==> src/rtl/bus_arb_pkg.sv <==
// Shared types and widths for the CPU/DMA memory bus arbiter.
package bus_arb_pkg;

  localparam int ADDR_W = 16;
  localparam int DATA_W = 8;
  // Wide enough for a burst limit of up to 15 transfers.
  localparam int CNT_W  = 4;

  typedef enum logic [1:0] {
    ARB_CPU,
    ARB_GRANT,
    ARB_RELEASE
  } arb_state_t;

  // One bus master's view of the memory interface.
  typedef struct packed {
    logic [ADDR_W-1:0] addr;
    logic [DATA_W-1:0] wdata;
    logic              rnw;
  } bus_req_t;

endpackage

==> src/rtl/bus_arb_mux.sv <==
// Combinational 2:1 selector for the address, write-data and direction fields.
module bus_arb_mux
  import bus_arb_pkg::*;
(
  input  logic     sel,
  input  bus_req_t cpu,
  input  bus_req_t dma,
  output bus_req_t mem
);

  // The DMA port drives memory only while it holds the grant.
  assign mem = sel ? dma : cpu;

endmodule

==> src/rtl/mem_bus_arbiter.sv <==
// Shares the memory bus between the CPU and a DMA/loader port. The DMA steals
// the bus only during CPU read cycles (stalling the CPU through ready), runs
// up to MAX_BURST transfers, then hands the bus back for at least one CPU cycle.
module mem_bus_arbiter
  import bus_arb_pkg::*;
#(
  parameter int MAX_BURST = 4
) (
  input  logic              clk,
  input  logic              nrst,
  input  logic [7:0]        cpu_addr_high,
  input  logic [7:0]        cpu_addr_low,
  input  logic [DATA_W-1:0] cpu_data_out,
  input  logic              cpu_rnw,
  output logic              cpu_ready,
  output logic [DATA_W-1:0] cpu_data_in,
  input  logic              dma_req,
  input  logic              dma_rnw,
  input  logic [ADDR_W-1:0] dma_addr,
  input  logic [DATA_W-1:0] dma_wdata,
  output logic              dma_grant,
  output logic              dma_ack,
  output logic [DATA_W-1:0] dma_rdata,
  output logic [ADDR_W-1:0] mem_addr,
  output logic [DATA_W-1:0] mem_wdata,
  output logic              mem_rnw,
  input  logic [DATA_W-1:0] mem_rdata
);

  localparam logic [CNT_W-1:0] BURST_LIMIT = CNT_W'(MAX_BURST);

  arb_state_t       state, state_next;
  logic [CNT_W-1:0] cnt, cnt_next, cnt_inc;
  logic             holdoff, holdoff_next;
  logic             xfer;

  bus_req_t cpu_bus, dma_bus, mem_bus;

  assign cpu_bus = '{addr: {cpu_addr_high, cpu_addr_low}, wdata: cpu_data_out, rnw: cpu_rnw};
  assign dma_bus = '{addr: dma_addr, wdata: dma_wdata, rnw: dma_rnw};

  bus_arb_mux u_mux (
    .sel (dma_grant),
    .cpu (cpu_bus),
    .dma (dma_bus),
    .mem (mem_bus)
  );

  assign mem_addr    = mem_bus.addr;
  assign mem_wdata   = mem_bus.wdata;
  assign mem_rnw     = mem_bus.rnw;
  assign cpu_data_in = mem_rdata;
  assign dma_grant   = (state == ARB_GRANT);
  assign cpu_ready   = (state != ARB_GRANT);

  // Saturating increment: the burst count never wraps past the limit.
  assign cnt_inc = (cnt == BURST_LIMIT) ? cnt : cnt + 1'b1;

  // Next-state, burst count, holdoff and transfer strobe.
  always_comb begin
    // NOTE: every signal written here gets a default first, so no path can
    // leave one unassigned and infer a latch.
    state_next   = state;
    cnt_next     = cnt;
    holdoff_next = holdoff;
    xfer         = 1'b0;
    case (state)
      ARB_CPU: begin
        holdoff_next = 1'b0;
        // A CPU write cannot be stalled, so only a read cycle is stolen.
        if (dma_req && cpu_rnw && !holdoff) begin
          state_next = ARB_GRANT;
          cnt_next   = '0;
        end
      end
      ARB_GRANT: begin
        if (dma_req) begin
          xfer     = 1'b1;
          cnt_next = cnt_inc;
          if (cnt_inc == BURST_LIMIT) state_next = ARB_RELEASE;
        end else begin
          state_next = ARB_RELEASE;
        end
      end
      ARB_RELEASE: begin
        // Guarantees a full CPU cycle before the DMA can win again.
        holdoff_next = 1'b1;
        state_next   = ARB_CPU;
      end
      default: state_next = ARB_CPU;
    endcase
  end

  // State, counter and holdoff registers.
  always_ff @(posedge clk or negedge nrst) begin
    if (!nrst) begin
      state   <= ARB_CPU;
      cnt     <= '0;
      holdoff <= 1'b0;
    end else begin
      // NOTE: non-blocking assignments so every register samples the values
      // from before this edge, independent of statement order.
      state   <= state_next;
      cnt     <= cnt_next;
      holdoff <= holdoff_next;
    end
  end

  // Acknowledge each transfer one cycle later, with read data captured then.
  always_ff @(posedge clk or negedge nrst) begin
    if (!nrst) begin
      dma_ack   <= 1'b0;
      dma_rdata <= '0;
    end else begin
      dma_ack <= xfer;
      if (xfer && dma_rnw) dma_rdata <= mem_rdata;
    end
  end

endmodule

==> config.mk <==
export PLATFORM = sky130hd
export DESIGN_NAME = mem_bus_arbiter
export DESIGN_NICKNAME = d
export VERILOG_FILES = /design/src/rtl/bus_arb_pkg.sv /design/src/rtl/bus_arb_mux.sv /design/src/rtl/mem_bus_arbiter.sv
export SDC_FILE = /design/constraint.sdc
export NUM_CORES = 1
export LEC_CHECK = 0
export CAP_MARGIN = 10
export CORE_ASPECT_RATIO = 1.1
export CORE_UTILIZATION = 30
export CTS_CLUSTER_SIZE = 25
export DETAILED_ROUTE_END_ITERATION = 16
export PLACE_DENSITY_LB_ADDON = 0.15
export SYNTH_ARGS = -nofsm -noshare
export SYNTH_HDL_FRONTEND = slang
export SYNTH_HIERARCHICAL = 1
export SYNTH_SLANG_ARGS = --single-unit
export TNS_END_PERCENT = 100
==> constraint.sdc <==
create_clock -name clk -period 1.5 [get_ports clk]
set_input_delay 0.225 -clock clk [delete_from_list [all_inputs] [get_ports clk]]
set_output_delay 0.225 -clock clk [all_outputs]
set_load 0.01 [all_outputs]
==> results.md <==
- Status: complete, but fails checks
- Failing checks: negative setup slack
- Final wirelength: 4.266 mm
- Slew margin rel.: 82.34%
- Fin. max-slew vios: 0
- Syn_nets: 163
- Global route overflow: 0
- Final ANT Viol Nets: 0
- CTS Buf Count: 3
- Initial core utilization: 31.79%
- Vias in the first global route: 1353
- Synth warn: 6
- Count of cell types in the netlist: 34
- Gpl congestion: 0.7524
- Max VDD drop: 0.0009082 V
- R2R depth: 7
- Avg Synthesized Cell Area: 12.89 um2
- Residual DRC: 0
- Register area share after synthesis: 31.07%
- IO Pins: 105
- R2r setup slk: -0.15 ns
- Inst Count DP: 254
- Worst Path Max Fanout: 6
- Fillers: 310
- DPL Wire Length: 3.105 mm
- Initial detailed-routing violation count: 14
- Final worst-path cycle share: 119.1%
- Final Instance Area: 2597 um2
- Layout cells sized above 1: 42.13%
- Initial antenna violation count: 0
- Post-CTS Hold Fix Bufs: 0
- Die X: 64.49 um
- Max Clock Freq: 559.5 MHz
- Port bufs: 104
- Flops & latches, synth: 16
- WHS: 0.3009 ns
- Max-Cap Viols: 0
- Skew final: 0.003600 ns
- Placeable core area: 4054 um2
- # clock sinks: 16
- Setup violators final: 35
- Worst setup margin: -0.2872 ns
- Clock-pin slew on the worst setup and hold paths: 0.06 ns
- Routed length per instance: 15.92 um
- Final hold vios: 0
- Final TNS setup: -7.931 ns
- Pwr per Cell Area: 1047 nW/um2
- CP startpoint kind: flop
- First-pass GRT wire length: 6.555 mm
- Root Buffer Master: clkbuf_8
- GRT Total Usage: 18.30%
- Die ar.: 4562 um2
- Diode count: 0
- Leakage: 0.001212 uW
- Unrepaired setup endpoints after global routing: yes
- Crit path DAT: 1.56 ns
- Crit Reg-Reg Startpoint: state[1]
- Post-Synthesis Cells: 100
- Worst setup path class: flop to output port
- H-tree Lvls: 1
- Most frequent cells in the layout: clkdlybuf4s50_1, mux2_4, buf_6
- Vias: 1253
- Via density: 4.675
- Crit end category: output port
- Critical Path RT: 1.27 ns
- Area growth from synthesis to layout: 101.6%
- Worst flop-to-flop path endpoint: dma_rdata[2]
- # nets final: 281
- Post-DP Area: 2364 um2
- TritonRoute pass-1 iters: 4
- CTS tree: done
- Worst slew pin tran: 0.2631 ns
- Row count: 24
- Insertion delay to the later sink of the worst-skew pair: 0.24 ns
- Die Y-Extent: 70.74 um
- Post-Layout Cell Count: 268
- Post-Syn Area: 1289 um2
- Hold Path Class: primary input to async pin
- Commonest non-fill, non-tap cell in the layout: clkdlybuf4s50_1
- Minimum clock period: 1.787 ns
- Largest net degree at the start of global routing: 17
- Max Root-Sink Buffers: 2
==> synthesized netlist by cell type <==
library cell  instances  area [um2]
a2bb2oi_1             1       8.760
a31o_2                1       8.760
a31oi_1               3       18.77
a32o_1                1       10.01
and2b_1               1       7.510
and3_1                1       6.260
and3b_1               1       8.760
buf_12                2       40.04
buf_4                 8       60.06
buf_6                 2       22.52
clkbuf_1              1       3.750
dfrtp_1              16       400.4
ha_1                  2       25.02
inv_1                 4       15.01
inv_2                 1       3.750
mux2_2                6       67.56
mux2_4               28       420.4
mux2i_1               1       10.01
nand2_1               1       3.750
nand2b_1              1       6.260
nand3_4               1       17.52
nand3b_1              1       7.510
nand4_1               1       6.260
nand4bb_1             2       22.52
nor2_1                2       7.510
nor2b_1               2       12.51
o211ai_1              1       7.510
o21a_1                1       7.510
o21ai_1               1       5.000
o21bai_1              1       7.510
o221ai_1              2       17.52
o311ai_1              1       8.760
o31ai_1               1       7.510
or2_0                 1       6.260
==> critical path: stages, from the launching register on <==
cell,delay (ns)
dfrtp_1,0.37
and2b_4,0.27
buf_12,0.13
buf_12,0.12
mux2_4,0.31
buf_6,0.12
==> worst max-delay path by stage <==
stage | start | cells after the start | end
2_1_floorplan | state[0] | 5 | mem_addr[0]
3_3_place_gp | state[1] | 4 | mem_wdata[1]
3_5_place_dp | state[1] | 4 | mem_addr[15]
4_1_cts | state[1] | 6 | mem_addr[11]
5_1_grt | state[1] | 5 | mem_addr[15]
6_report | state[1] | 5 | mem_addr[15]
==> power by group <==
part / switching, uW / internal [uW] / total [uW] / leakage, uW
Clock: 143 / 178 / 320 / 0.0000216
Combinational: 607 / 1130 / 1730 / 0.000987
Sequential: 93.1 / 575 / 668 / 0.000204
Total: 843 / 1880 / 2720 / 0.00121
==> area by class of cell <==
cell class | count | area, um2 | share of cell area [%]
timing repair buffer | 126 | 1297 | 49.95
multi-input combinational | 66 | 772.0 | 29.72
sequential | 16 | 400.4 | 15.41
tap | 52 | 65.06 | 2.505
clock buffer | 3 | 41.29 | 1.590
inverter | 5 | 21.27 | 0.8189
==> kinds of logic after synthesis <==
kind of cell	Yosys count	synth area share (%)
muxes	35	38.64
buffers and inverters	18	11.26
DFF	16	31.07
and+or+nand+nor	15	8.740
AOI/OAI and AO/OA	14	8.351
adders and majority gates	2	1.941
==> metrics by stage <==
step	power [uW]	util (%)	worst slack, ns
floorplan	1452	-	-0.03396
global placement	2158	58.30	-0.3589
detailed placement	2184	58.30	-0.3995
CTS	2736	64.17	-0.3683
global route	2874	64.07	-0.3302
finish	2721	64.07	-0.2872
==> registers in the layout, summed over array words and instances, names as in the netlist <==
| signal | count |
|---|---|
| holdoff | 1 |
| dma_ack | 1 |
| dma_rdata | 8 |
| cnt | 4 |
| state | 2 |
==> routing by layer <==
metal | routed length [um] | track usage (%) | vias to the layer above
met1 | 1691 | 21.30 | 588
met5 | 0 | 0 | -
met2 | 2091 | 33.57 | 71
li1 | - | - | 594
met3 | 483 | 5.000 | 0
met4 | 0 | 2.963 | 0
==> what timing repair did <==
item                       in CTS  in global routing
pin swaps                       1                  0
resized for setup             145                  9
gates cloned                    3                  0
setup endpoints to repair      27                 41
buffers inserted                7                  4
(Power assumes the default switching activity.)
